<file path="src/rtl/poly_root_deflate_check_pkg.sv">
// Shared fixed-point definitions for the Newton-Raphson cubic root solver and its deflation stage.
package nrp_pkg;

  localparam int WIDTH   = 16;
  localparam int FRAC    = 8;
  localparam int EPSILON = 8;

  typedef enum logic [2:0] {
    IDLE = 3'd0,
    MAC1 = 3'd1,
    MAC2 = 3'd2,
    MAC3 = 3'd3,
    DONE = 3'd4
  } state_t;

  // Full-width product shifted down by FRAC; the caller decides how to fit it into WIDTH bits.
  function automatic logic signed [2*WIDTH-1:0] fx_mul(input logic signed [WIDTH-1:0] a,
                                                      input logic signed [WIDTH-1:0] b);
    logic signed [2*WIDTH-1:0] p;
    p = {{WIDTH{a[WIDTH-1]}}, a} * {{WIDTH{b[WIDTH-1]}}, b};
    return p >>> FRAC;
  endfunction

  // Magnitude in WIDTH+1 bits so the most negative word does not wrap.
  function automatic logic [WIDTH:0] abs_ext(input logic signed [WIDTH-1:0] v);
    logic signed [WIDTH:0] e;
    e = {v[WIDTH-1], v};
    if (e[WIDTH]) begin
      abs_ext = -e;
    end else begin
      abs_ext = e;
    end
  endfunction

endpackage

</file>
<file path="src/rtl/poly_root_deflate_check_fx_mac.sv">
// Combinational y = c + fx(a*b). Define NRP_DEFLATE_SAT_EN to saturate instead of wrapping.
module nrp_fx_mac
  import nrp_pkg::*;
(
  input  logic [WIDTH-1:0] a,
  input  logic [WIDTH-1:0] b,
  input  logic [WIDTH-1:0] c,
  output logic [WIDTH-1:0] y
);

`ifdef NRP_DEFLATE_SAT_EN
  logic [2*WIDTH-1:0] prod;
  logic [WIDTH-1:0]   prod_w;
  logic [WIDTH:0]     sum;

  // Clamp the shifted product, then clamp the extended sum.
  always_comb begin
    prod = fx_mul($signed(a), $signed(b));
    if (prod[2*WIDTH-1:WIDTH-1] == {(WIDTH+1){prod[2*WIDTH-1]}}) begin
      prod_w = prod[WIDTH-1:0];
    end else if (prod[2*WIDTH-1]) begin
      prod_w = {1'b1, {(WIDTH-1){1'b0}}};
    end else begin
      prod_w = {1'b0, {(WIDTH-1){1'b1}}};
    end
    sum = {c[WIDTH-1], c} + {prod_w[WIDTH-1], prod_w};
    if (sum[WIDTH] == sum[WIDTH-1]) begin
      y = sum[WIDTH-1:0];
    end else if (sum[WIDTH]) begin
      y = {1'b1, {(WIDTH-1){1'b0}}};
    end else begin
      y = {1'b0, {(WIDTH-1){1'b1}}};
    end
  end
`else
  logic [WIDTH-1:0] prod_w;

  // Two's-complement wrap: dropping MSBs of the product and of the sum.
  always_comb begin
    prod_w = WIDTH'(fx_mul($signed(a), $signed(b)));
    y      = c + prod_w;
  end
`endif

endmodule

</file>
<file path="src/rtl/poly_root_deflate_check.sv">
// Horner / synthetic-division check of a cubic at a candidate root, yielding residual and deflated quadratic.
// Optional saturating arithmetic: NRP_DEFLATE_SAT_EN (handled inside nrp_fx_mac).
module poly_root_deflate_check
  import nrp_pkg::*;
(
  input  logic             clk,
  input  logic             rst,
  input  logic             start,
  input  logic [WIDTH-1:0] root,
  input  logic [WIDTH-1:0] coeff0,
  input  logic [WIDTH-1:0] coeff1,
  input  logic [WIDTH-1:0] coeff2,
  input  logic [WIDTH-1:0] coeff3,
  output logic             ready,
  output logic             valid,
  output logic [WIDTH-1:0] residual,
  output logic             pass,
  output logic [WIDTH-1:0] q0,
  output logic [WIDTH-1:0] q1,
  output logic [WIDTH-1:0] q2
);

  localparam logic [WIDTH:0] EPS = (WIDTH+1)'(EPSILON);

  state_t           state, next_state;
  logic [WIDTH-1:0] rt, c0, c1, c2;
  logic [WIDTH-1:0] b2, b1, b0, rem;
  logic [WIDTH-1:0] mac_b, mac_c, mac_y;

  nrp_fx_mac u_mac (
    .a (rt),
    .b (mac_b),
    .c (mac_c),
    .y (mac_y)
  );

  // State register.
  always_ff @(posedge clk) begin
    if (rst) begin
      state <= IDLE;
    end else begin
      state <= next_state;
    end
  end

  // Next-state logic and the shared MAC operand select.
  always_comb begin
    next_state = state;
    mac_b      = b2;
    mac_c      = c2;
    case (state)
      IDLE: begin
        if (start) begin
          next_state = MAC1;
        end else begin
          next_state = IDLE;
        end
      end
      MAC1: begin
        next_state = MAC2;
        mac_b      = b2;
        mac_c      = c2;
      end
      MAC2: begin
        next_state = MAC3;
        mac_b      = b1;
        mac_c      = c1;
      end
      MAC3: begin
        next_state = DONE;
        mac_b      = b0;
        mac_c      = c0;
      end
      DONE:    next_state = IDLE;
      default: next_state = IDLE;
    endcase
  end

  // Operand capture, Horner accumulation and registered result outputs.
  always_ff @(posedge clk) begin
    if (rst) begin
      ready    <= 1'b1;
      valid    <= 1'b0;
      pass     <= 1'b0;
      residual <= {WIDTH{1'b0}};
      q0       <= {WIDTH{1'b0}};
      q1       <= {WIDTH{1'b0}};
      q2       <= {WIDTH{1'b0}};
      rt       <= {WIDTH{1'b0}};
      c0       <= {WIDTH{1'b0}};
      c1       <= {WIDTH{1'b0}};
      c2       <= {WIDTH{1'b0}};
      b2       <= {WIDTH{1'b0}};
      b1       <= {WIDTH{1'b0}};
      b0       <= {WIDTH{1'b0}};
      rem      <= {WIDTH{1'b0}};
    end else begin
      // ready is high exactly while the FSM sits in IDLE.
      ready <= (next_state == IDLE);
      case (state)
        IDLE: begin
          if (start) begin
            rt    <= root;
            c0    <= coeff0;
            c1    <= coeff1;
            c2    <= coeff2;
            b2    <= coeff3;
            valid <= 1'b0;
          end
        end
        MAC1: b1  <= mac_y;
        MAC2: b0  <= mac_y;
        MAC3: rem <= mac_y;
        DONE: begin
          q2       <= b2;
          q1       <= b1;
          q0       <= b0;
          residual <= rem;
          pass     <= (abs_ext($signed(rem)) <= EPS);
          valid    <= 1'b1;
        end
        default: begin
          valid <= 1'b0;
        end
      endcase
    end
  end

endmodule

</file>
<file path="config.mk">
export PLATFORM = sky130hd
export DESIGN_NAME = poly_root_deflate_check
export DESIGN_NICKNAME = d
export VERILOG_FILES = /design/src/rtl/poly_root_deflate_check_pkg.sv /design/src/rtl/poly_root_deflate_check_fx_mac.sv /design/src/rtl/poly_root_deflate_check.sv
export SDC_FILE = /design/constraint.sdc
export NUM_CORES = 1
export LEC_CHECK = 0
export CAP_MARGIN = 20
export CORE_MARGIN = 3
export CORE_UTILIZATION = 35
export CTS_CLUSTER_DIAMETER = 60
export DETAILED_ROUTE_END_ITERATION = 16
export PLACE_DENSITY = 0.56
export SLEW_MARGIN = 20
export SYNTH_ARGS = -nofsm -noshare
export SYNTH_HDL_FRONTEND = slang
export SYNTH_SLANG_ARGS = --single-unit
</file>
<file path="constraint.sdc">
create_clock -name clk -period 10.75 [get_ports clk]
set_clock_uncertainty 0.15 [all_clocks]
set_input_delay 3.225 -clock clk [delete_from_list [all_inputs] [get_ports clk]]
set_output_delay 3.225 -clock clk [all_outputs]
set_load 0.03 [all_outputs]
</file>
# Yosys cells after proc, flatten, opt, wreduce, memory -nomap -nowiden
# Index checks and enable logic that the tools add are counted.
[word_totals] output_inout_bits=67 latchBits=0 register_bits=198 input_bits=83 mem_count=0 ramBits=0 romBits=0 word_cells=40
[op_classes] mux=9 n_lt_le_gt_ge=1 add_sub_neg=2 bitwise=1 div_mod_pow=0 eq_ne=5 mul=1 reduce_logical=5 n_shift=0
[ops] cell="16-bit case mux with 2 select lines" count=2
[ops] cell="17-bit two-way mux" count=3
[ops] cell="16-bit by 16-bit multiplier with 24-bit output" count=1
[ops] cell="17-bit by 4-bit less-or-equal comparator with 1-bit output (second input constant)" count=1
[ops] cell="16-bit negation with 17-bit output" count=1
[ops] cell="16-bit adder" count=1
[ops] cell="3-bit case mux with 4 select lines" count=1
[ops] cell="3-bit by 2-bit equality test with 1-bit output (second input constant)" count=2
[ops] cell="3-bit logical NOT" count=2
[ops] cell="2-bit AND reduction" count=2
[ops] cell="3-bit by 1-bit equality test with 1-bit output (second input constant)" count=1
[ops] cell="3-bit equality test (second input constant)" count=1
[ops] cell="1-bit case mux with 3 select lines" count=1
[ops] cell="3-bit OR reduction" count=1
[ops] cell="1-bit two-way mux" count=2
[ops] cell="2-bit != test (second input constant)" count=1
[ops] cell="1-bit NOT" count=1

# Logic depth before layout (Yosys ltp)
# Gate-level depths: netlist of the first run.
[depth] ltp_word=5 mapped_depth=38 depth_no_buf=34

# Modules after synthesis
# A second synthesis of the first run with hierarchy kept.
[unflattened] hier_cells=1953 hier_area_um2=15836.4
[by_module_without_submodules] module="nrp_fx_mac" instances=1 seq_area_each_um2=0.0 area_each_um2=8087.8 cells_per_inst=928
[by_module_without_submodules] module="poly_root_deflate_check" instances=1 seq_area_each_um2=3963.8 area_each_um2=7748.7 cells_per_inst=1025

# Least setup slack after synthesis of the first run
# Ideal clock, no wire load.
[synth_path] path_type="register -> register" start="register state[0]" end="register b0[15]" required_ns=10.512 setup_ns=0.088 path_buffers=4 t_arrival_ns=8.153 path_stages_with_launch=35 slack_ns=2.360 period_less_slack_ns=8.390 path_cell_list="dfxtp_1 buf_6 buf_6 clkbuf_1 mux2i_1 nor2_1 a21oi_1 clkbuf_1 nor2b_1 fa_1 inv_1 fa_1 fa_1 inv_1 fa_1 fa_1 inv_1 fa_1 inv_1 ha_1 a21o_1 a21oi_1 a21oi_1 o21a_1 nor2_1 xnor2_1 ha_1 a21o_1 a21o_1 a311oi_1 o21bai_1 o41a_1 xnor2_4 and3_1 nor4_2"
[synth_via] elab_chain_cells=4 elab_cells_between_ends=6 classes_between="1 x add/sub; 1 x mul; 2 x eq/ne; 2 x mux"
[synth_rtl] item="start: declaration" line="poly_root_deflate_check.sv:25" text="state_t state, next_state;"
[synth_rtl] item="start signal: assignment" line="poly_root_deflate_check.sv:42" text="state <= next_state;"
[synth_rtl] item="3-bit by 2-bit equality test with 1-bit output, on equally long branches" line="poly_root_deflate_check.sv:51, poly_root_deflate_check.sv:100"
[synth_rtl] item="16-bit case mux with 2 select lines" line="poly_root_deflate_check.sv:51" text="case (state)"
[synth_rtl] item="16-bit by 16-bit multiplier with 24-bit output" line="poly_root_deflate_check_pkg.sv:20" text="p = {{WIDTH{a[WIDTH-1]}}, a} * {{WIDTH{b[WIDTH-1]}}, b};"
[synth_rtl] item="16-bit adder" line="poly_root_deflate_check_fx_mac.sv:41" text="y = c + prod_w;"
[synth_rtl] item="end signal: assignment" line="poly_root_deflate_check.sv:95" text="b0 <= {WIDTH{1'b0}};"
[synth_rtl] item="end signal: assignment" line="poly_root_deflate_check.sv:112" text="MAC2: b0 <= mac_y;"
[synth_rtl] item="end: declaration" line="poly_root_deflate_check.sv:27" text="logic [WIDTH-1:0] b2, b1, b0, rem;"
# Several ways; a longest one is shown, not always the timed one.
# A chain may end at the register's enable or synchronous reset.

# Worst setup path after layout of the first run
[layout_path] start="register state[2]" end="register b0[15]"
# The elaborated chain is that of the path after synthesis.

==> metrics.txt, run 1 <==
status=finished clean; Avg Synthesized Cell Area=8.19 um^2; most frequent cell after synthesis=nand2_1; Routed Antenna Nets=0; Pint=1360 uW; Sink Count=198; CP max FO=16; Initial Util=35.9%; hold crit path type=flop to flop; worst-skew pair later-pin latency=0.47 ns; placed cells=2604; CTS max path bufs=2; FF-to-FF path depth=33; cell taking the most area after synthesis=dfxtp_1; vias in the first global route=13500; CTS tree=yes; DPL Wire Length=35600 um; Die ar.=48400 um^2; Async SR Flop Fraction=0%; final period demand of the worst path=8.82 ns; Slew Viols, Final=0; GRT Overall Usage=19.8%; Synth Instances=1957; #FFs+latches synth=198; # H-tree levels=4; Sw Ratio=37.1%; pre-CTS setup slack=2.00 ns; final-report hold violation count=0; met3 Use GR=3.19%; Tightest Pin Transition=1.05 ns; sequential fraction of the synthesis area=24.7%; number of flops mapped to enable cells by yosys=0; slowest stage delay, CP=0.62 ns; Final Cycle Share=82.1%; max cap viols=0; core area=44700 um^2; fillcell total=4558; die height=220 um; pin count of the biggest net entering global routing=121; Mapped Nets=2313; Highest Clock Rate=113 MHz; met2 Use GR=34.3%; kind of critical path=flop to flop; GR Overflow Total=0; number of buffers created by CTS=17; M1 GR Usage=25.5%; Iter 0 DRT Violations=673; post-layout utilization of the core=41.4%; worst relative slew slack=29.9%; Root Driver=clkbuf_16; CP endpoint kind=flop; share of the synthesized area in the top cell type=24.7%; library cells used by synthesis=65; RSZ-0062 raised after global routing=no; Setup-failing EPs final=0; final setup margin=1.93 ns; Final #Nets=2387; Post-Route WL=46800 um; initial antenna violation count=2; layout cells sized above 1=4.40%; Setup TNS=0 ns; Slowest cell on crit path=dfxtp_1; peak supply drop=0.0918 mV; gpl congestion=0.866; global-route wire length before repair=74000 um; via/cell ratio=4.95; register share of total power=39.0%; Post-CTS Hold Fix Bufs=0; WP data arrival=9.05 ns; WL/cell=17.8 um; hold endpoint=c0[4]; post-CTS setup buffers=0; Area Growth Syn to Fin=15.3%; via count=13100; post-cts resize count=0; top cells by area in the synthesized netlist=dfxtp_1, fa_1, nand2_1; reg-to-reg slack, setup=1.93 ns; router iterations before antenna repair=5; Rows=77; Sw Pwr=799 uW; Ports=150; CP required=10.98 ns; Synth Warn #=0; WHS Path Cells=2; most common flop cell mapped by yosys=dfxtp_1; hold slack=0.307 ns; Critical Path Source Type=flop; Lkg Pwr=0.00767 uW; mapped cell area=16000 um^2; Hold Crit Start=c0[4]; combinational share of power=31.6%; PortBufs=149; P per Cell Area=117 nW/um^2; Die W=220 um; DRC violations left=0; grt peak-use layer=met2; non-filler cells, final=2637; clock slew at reported path FFs=0.08 ns; clock network fraction of total power=29.4%; reg-to-reg endpoint=b0[15]; most frequent cell on the critical path=fa_1; Reg-to-Reg Start=state[2]; most frequent cells after synthesis=nand2_1, inv_1, a21oi_1, dfxtp_1, fa_1
## state kept, by name, indices dropped and copies added, names as in the netlist
| signal | count |
|---|---|
| state | 3 |
| b0 | 16 |
| b1 | 16 |
| c0 | 16 |
| q2 | 16 |
| valid | 1 |
| q0 | 16 |
| pass | 1 |
| q1 | 16 |
| b2 | 16 |
| c2 | 16 |
| ready | 1 |
| c1 | 16 |
| residual | 16 |
| rt | 16 |
| rem | 16 |
## logic make-up (layout without fill, tap and decap cells)
group | after synthesis | in the layout | synth area share, %
DFF | 198 | 198 | 24.7
muxes | 43 | 43 | 3.08
xor gates and xnor gates | 45 | 45 | 2.72
buffers and inverters | 367 | 454 | 8.90
AOI/OAI and AO/OA | 288 | 288 | 9.97
adders and majority gates | 273 | 273 | 30.1
other | 0 | 1 | 0
and+or+nand+nor | 743 | 743 | 20.6
## critical path: cells and delay by family (launching register included)
kind                     cells  cell delay [ns]
adder cells (fa/ha/maj)      8             3.52
flip-flops                   1             0.62
AO/OA/AOI/OAI               10             2.21
XOR/XNOR                     2             0.44
AND/OR/NAND/NOR              8             1.30
buffers and inverters        5             0.47
## routing by layer
metal	vias to the layer above	wire, um
li1	6254	-
met4	2	1160
met5	-	18
met2	300	23400
met1	6445	20200
met3	63	2030
## power by group through the flow
stage          combinational [uW]  clock [uW]  sequential, uW
3_3_place_gp                  670           0             857
2_1_floorplan                 479           0             816
5_1_grt                       752         677             846
3_5_place_dp                  680           0             857
4_1_cts                       684         649             840
6_report                      681         635             841
## area by class of cell
cell class	instances	area (um^2)	area share, %
tap	592	741	4.01
antenna	1	2.50	0.0135
inverter	257	965	5.22
multi-input combinational	1392	10700	57.6
sequential	198	3970	21.4
clock inverter	12	118	0.636
clock buffer	20	437	2.36
timing repair buffer	165	1610	8.72
## how the worst max path moves through the flow
stage / start / endpoint / slack (ns) / cells after the start
2_1_floorplan: state[0] / b0[15] / 2.36 / 34
3_3_place_gp: state[0] / b0[15] / 2.22 / 32
3_5_place_dp: state[0] / b0[15] / 2.00 / 32
4_1_cts: state[0] / b0[15] / 1.97 / 34
5_1_grt: state[0] / b0[15] / 1.38 / 34
6_report: state[2] / b0[15] / 1.93 / 33
## through the flow
stage	total power [uW]	cell area [um^2]
final	2160	18500
after floorplan	1290	16000
after CTS	2170	18500
after detailed placement	1540	17900
after global routing	2280	18500
after global placement	1530	17900
## cells in the final DEF (no fill, tap or decap), drive strengths merged, types with 4 or more instances in the layout
cell type,n
nand2,492
inv,262
a21oi,199
dfxtp,198
fa,187
clkdlybuf4s50,148
ha,86
nor2,59
nor2b,53
and2,53
o21ai,37
xnor2,32
mux2i,23
clkbuf,20
mux2,20
nor3,17
buf,17
nand2b,16
nand3,15
xor2,12
a21o,10
nand3b,8
o21a,6
a211oi,6
nand4,5
and3,5
or3,5
nor4,5
or2,4
a31oi,4
o311ai,4
o31ai,4
(Power assumes the default switching activity.)
==> run 2: changes to the inputs <==
- PLACE_DENSITY: 0.56 -> 0.58
- clock period: 10.75 -> 7.75 ns (I/O delays scaled with it)
==> run 2 against run 1 <==
Compared with the run above:
- critical endpoint is now b1[15]
- hold slack got worse by 0.0013 ns
- final cell count rose by 5.5%
- design area increased by 9.8%
- sequential power up 36%
- utilization up 4.1 points
- the run now ends with negative setup slack left
- largest cell class unchanged
==> metrics.txt, run 2 (synthesis results as in run 1) <==
slowest stage delay, CP=0.57 ns (-0.05 ns); status=complete, but fails checks; Root Driver=clkbuf_16; Critical Path Source Type=flop; Ports=150 (unchanged); failing checks=negative setup slack; final instance area=20300 um^2 (+9.8%); worst-skew pair later-pin latency=0.46 ns (about the same); layout cells sized above 1=14.7% (+10 points); register share of total power=34.1% (-4.9 points); Post-Route WL=47800 um (+2.1%); max cap viols=0 (unchanged); Iter 0 DRT Violations=817 (+21%); PnR Total Power=3350 uW (+55%); hold endpoint=q2[15]; Initial Util=35.9% (unchanged); Final Cycle Share=103% (+21 points); Die W=220 um (unchanged); reg-to-reg slack, setup=-0.22 ns (-2.15 ns); P per Cell Area=165 nW/um^2 (+41%); Area Growth Syn to Fin=26.6%; via count=13700 (+4.7%); Sw Pwr=1230 uW (+54%); via/cell ratio=4.91 (-0.80%); clock slew at reported path FFs=0.08 ns (about the same); initial antenna violation count=0 (-2); Slowest cell on crit path=fa_1; Reg-to-Reg Start=state[0]; Hold Crit Start=q2[15]; CP required=7.97 ns (-3.01 ns); peak supply drop=0.150 mV (+63%); CTS max path bufs=2 (unchanged); DRC violations left=0 (unchanged); Pint=2110 uW (+56%); Final #Nets=2533 (+6.1%); Sw Ratio=36.8% (-0.23 points); most frequent cells in the layout=nand2_1, inv_1, dfxtp_1; placed inst area=19100 um^2 (+6.3%); placed cells=2724 (+4.6%); final-report hold violation count=0 (unchanged); FF-to-FF path depth=30 (-9.1%); global-route wire length before repair=75400 um (+1.9%); Lkg Pwr=0.00854 uW (+11%); Setup TNS=-0.633 ns (-0.633 ns); CP endpoint kind=flop; hold crit path type=flop to flop; pre-CTS setup slack=-0.264 ns (-2.26 ns); die height=220 um (unchanged); GR Overflow Total=0 (unchanged); GRT Overall Usage=20.0% (+0.19 points); Highest Clock Rate=125 MHz (+11%); Post-CTS Hold Fix Bufs=0 (unchanged); RSZ-0062 raised after global routing=yes; final period demand of the worst path=7.97 ns (-0.853 ns); PortBufs=149 (unchanged); kind of critical path=flop to flop; worst relative slew slack=24.1% (-5.8 points); vias in the first global route=14100 (+4.5%); Setup-failing EPs final=3 (+3); Sink Count=198 (unchanged); Die ar.=48400 um^2 (unchanged); Routed Antenna Nets=0 (unchanged); Slew Viols, Final=0 (unchanged); WHS Path Cells=2 (unchanged); WL/cell=17.2 um (-3.2%); Tightest Pin Transition=1.13 ns (+0.0857 ns); CP max FO=6 (-10); # H-tree levels=4 (unchanged); Rows=77 (unchanged); WP data arrival=8.19 ns (-0.86 ns); combinational share of power=37.8% (+6.2 points); CTS tree=yes; most frequent cell on the critical path=fa_1; DPL Wire Length=37300 um (+4.7%); reg-to-reg endpoint=b1[15]; non-filler cells, final=2782 (+5.5%); clock network fraction of total power=28.1% (-1.3 points); commonest non-fill, non-tap cell in the layout=nand2_1; router iterations before antenna repair=5 (unchanged); core area=44700 um^2 (unchanged); number of buffers created by CTS=17 (unchanged); final setup margin=-0.219 ns (-2.15 ns); gpl congestion=0.889 (+2.6%); pin count of the biggest net entering global routing=132 (+9.1%); antenna diode count=0 (-1)
## run 2: changes by cell type in the layout (fill, tap and decap cells not counted), sizes merged
| cell | previous run | this run |
|---|---|---|
| clkinvlp | 3 | 0 |
| diode | 1 | 0 |
| buf | 17 | 163 |
| clkbuf | 20 | 19 |
| inv | 262 | 266 |
## run 2: final cells by class
cell class | instances | area [um^2]
Fill cell | 4395 | 24400
Timing Repair Buffer | 311 | 2890
Tap cell | 592 | 741
Clock buffer | 19 | 443
Inverter | 257 | 965
Multi-Input combinational cell | 1392 | 11100
Clock inverter | 13 | 173
Sequential cell | 198 | 3970
## run 2: worst max path at each step
stage	startpoint	endpoint	slack, ns	cells past startpoint
2_1_floorplan	state[0]	b0[15]	0.002	35
3_3_place_gp	state[0]	b0[15]	-0.17	30
3_5_place_dp	state[0]	b0[15]	-0.26	30
4_1_cts	state[0]	b0[15]	-0.08	34
5_1_grt	state[0]	b1[15]	-0.47	29
6_report	state[0]	b1[15]	-0.22	30
## run 2: power by group through the flow
stage | sequential, uW | clock (uW) | combinational (uW)
floorplan | 1130 | 0 | 685
global route | 1150 | 999 | 1380
finish | 1140 | 941 | 1270
detailed placement | 1160 | 0 | 1160
global placement | 1160 | 0 | 1150
CTS | 1140 | 962 | 1210
## run 2: timing repair
action / 4_1_cts / 5_1_grt
endpoints found under the setup margin: 13 / 28
gates cloned: 1 / 0
setup buffers: 16 / 9
gates resized for setup: 21 / 82
pin swaps: 14 / 42
## run 2: per-layer routing
layer	up-vias	GRT usage [%]	part of all wire, %
met5	-	0	0
met4	0	6.27	3.0
met3	63	2.63	3.5
met2	282	34.7	50
met1	6782	26.0	44
li1	6545	-	-
## run 2: worst max-delay path: cells and delay by family (launching register included)
| family | cells | cell delay, ns |
|---|---|---|
| xor gates and xnor gates | 2 | 0.33 |
| buffers and inverters | 6 | 0.56 |
| DFF | 1 | 0.39 |
| adders and majority gates | 8 | 3.52 |
| AOI/OAI and AO/OA | 7 | 1.51 |
| muxes | 2 | 0.61 |
| and+or+nand+nor | 5 | 0.80 |
## run 2: metrics by stage
step | hold slack [ns] | utilization (%)
global placement | 0.295 | 42.6
finish | 0.305 | 45.4
CTS | 0.305 | 44.6
floorplan | 0.286 | -
detailed placement | 0.292 | 42.7
global route | 0.324 | 45.4
==> run 3: changes to the inputs <==
- PLACE_DENSITY: 0.58 -> 0.56
- clock period: 7.75 -> 9.3 ns (I/O delays scaled with it)
==> run 3 against run 2 <==
Compared with the run above:
- the flow now finishes without violations
- first-iteration DRC count down 6.5%
- final cell count is 5.2% lower
- register-to-register slack improved by 0.89 ns
- highest routed layer unchanged
- setup slack improved by 0.89 ns
- die area did not move
- global-route usage fell by 0.49 points
- combinational power decreased by 38%
- design area fell by 8.6%
- via count shrank 4.4%
- routed wire length fell by 3.8%
==> metrics.txt, run 3 (synthesis results as in run 1) <==
Setup TNS=0 ns (+0.633 ns); die height=220 um (unchanged); Sink Count=198 (unchanged); Root Driver=clkbuf_16; peak supply drop=0.100 mV (-33%); DRC violations left=0 (unchanged); pin count of the biggest net entering global routing=121 (-8.3%); post-cts resize count=0 (-100%); Final #Nets=2388 (-5.7%); Post-Route WL=46000 um (-3.8%); fillcell total=4582 (+4.3%); GRT Overall Usage=19.5% (-0.49 points); FF-to-FF path depth=30 (unchanged); Final Cycle Share=92.8% (-10 points); max cap viols=0 (unchanged); Routed Antenna Nets=0 (unchanged); clock network fraction of total power=31.2% (+3.1 points); most frequent cells in the layout=nand2_1, inv_1, a21oi_1; worst-skew pair later-pin latency=0.46 ns (about the same); initial antenna violation count=0 (unchanged); commonest non-fill, non-tap cell in the layout=nand2_1; Setup-failing EPs final=0 (-3); Highest Clock Rate=116 MHz (-7.6%); WL/cell=17.4 um (+1.5%); WHS Path Cells=2 (unchanged); CTS max path bufs=2 (unchanged); vias in the first global route=13400 (-5.5%); # H-tree levels=4 (unchanged); Lkg Pwr=0.00772 uW (-9.6%); PortBufs=149 (unchanged); Post-CTS Hold Fix Bufs=0 (unchanged); reg-to-reg slack, setup=0.67 ns (+0.89 ns); Tightest Pin Transition=0.921 ns (-0.214 ns); CP max FO=16 (+10); layout cells sized above 1=4.50% (-10 points); kind of critical path=flop to flop; final-report hold violation count=0 (unchanged); Sw Ratio=35.9% (-0.94 points); sequential cell area=3970 um^2 (-0.13%); Initial Util=35.9% (unchanged); worst relative slew slack=38.6% (+15 points); Die ar.=48400 um^2 (unchanged); global-route wire length before repair=73200 um (-2.9%); pre-CTS setup slack=0.773 ns (+1.04 ns); Sw Pwr=915 uW (-26%); DPL Wire Length=35400 um (-5.0%); GR Overflow Total=0 (unchanged); CTS tree=yes; router iterations before antenna repair=5 (unchanged); CP endpoint kind=flop; status=finished clean; hold crit path type=flop to flop; Slowest cell on crit path=fa_1; via/cell ratio=4.96 (+0.85%); clock slew at reported path FFs=0.07 ns (about the same); Iter 0 DRT Violations=764 (-6.5%); core area=44700 um^2 (unchanged); slowest stage delay, CP=0.58 ns (about the same); area of the multi-input gates=10700 um^2 (-4.1%); combinational share of power=30.9% (-6.9 points); final setup margin=0.673 ns (+0.892 ns); antenna diode count=0 (unchanged); Rows=77 (unchanged); Pint=1630 uW (-23%); WP data arrival=8.85 ns (+0.66 ns); gpl congestion=0.859 (-3.4%); Area Growth Syn to Fin=15.8%; register share of total power=37.9% (+3.8 points); Slew Viols, Final=0 (unchanged); P per Cell Area=137 nW/um^2 (-17%); RSZ-0062 raised after global routing=no; final period demand of the worst path=8.63 ns (+0.658 ns); Ports=150 (unchanged); Die W=220 um (unchanged); post-CTS setup buffers=0 (-16); Critical Path Source Type=flop; number of buffers created by CTS=17 (unchanged); CP required=9.53 ns (+1.56 ns); via count=13100 (-4.4%)
## run 3: worst paths after layout
path	start	to
worst max-delay path	state[1]	b0[15]
worst min-delay path	c1[1]	c1[1]
worst max register to register	state[1]	b0[15]
worst min register to register	c1[1]	c1[1]
## run 3: worst max-delay path, delay by kind of cell (launching register included)
kind                       cells  cell delay (ns)
AOI/OAI and AO/OA             11             2.36
xor gates and xnor gates       2             0.37
adders and majority gates      8             3.39
buffers and inverters          3             0.17
DFF                            1             0.53
muxes                          1             0.41
and+or+nand+nor                5             1.14
## run 3: through the flow
stage	cell area [um^2]	instances	hold slack (ns)	total power (uW)	util (%)
final	18600	2637	0.305	2550	41.5
after global routing	18600	2637	0.327	2700	41.5
after CTS	18600	2637	0.306	2570	41.5
after detailed placement	17900	2605	0.296	1780	40.1
after global placement	17900	2605	0.294	1770	40.1
after floorplan	16000	1957	0.286	1500	-
## run 3: area by class of cell
class	count	share of cell area [%]
multi-input combinational	1392	57.4
timing repair buffer	166	8.73
sequential	198	21.4
tap	592	3.99
clock inverter	11	0.789
clock buffer	21	2.48
inverter	257	5.20
## run 3: power groups by stage
stage	clock (uW)	sequential [uW]	combinational, uW
final	794	968	788
after global routing	846	974	879
after CTS	811	967	794
after detailed placement	0	987	789
after global placement	0	986	779
after floorplan	0	943	554
## run 3: metal layers
metal / vias up / global-route usage, % / wire length, um
met3: 55 / 3.25 / 2180
met2: 339 / 33.3 / 22500
li1: 6240 / - / -
met4: 0 / 5.41 / 1190
met5: - / 0 / 0
met1: 6436 / 25.6 / 20100
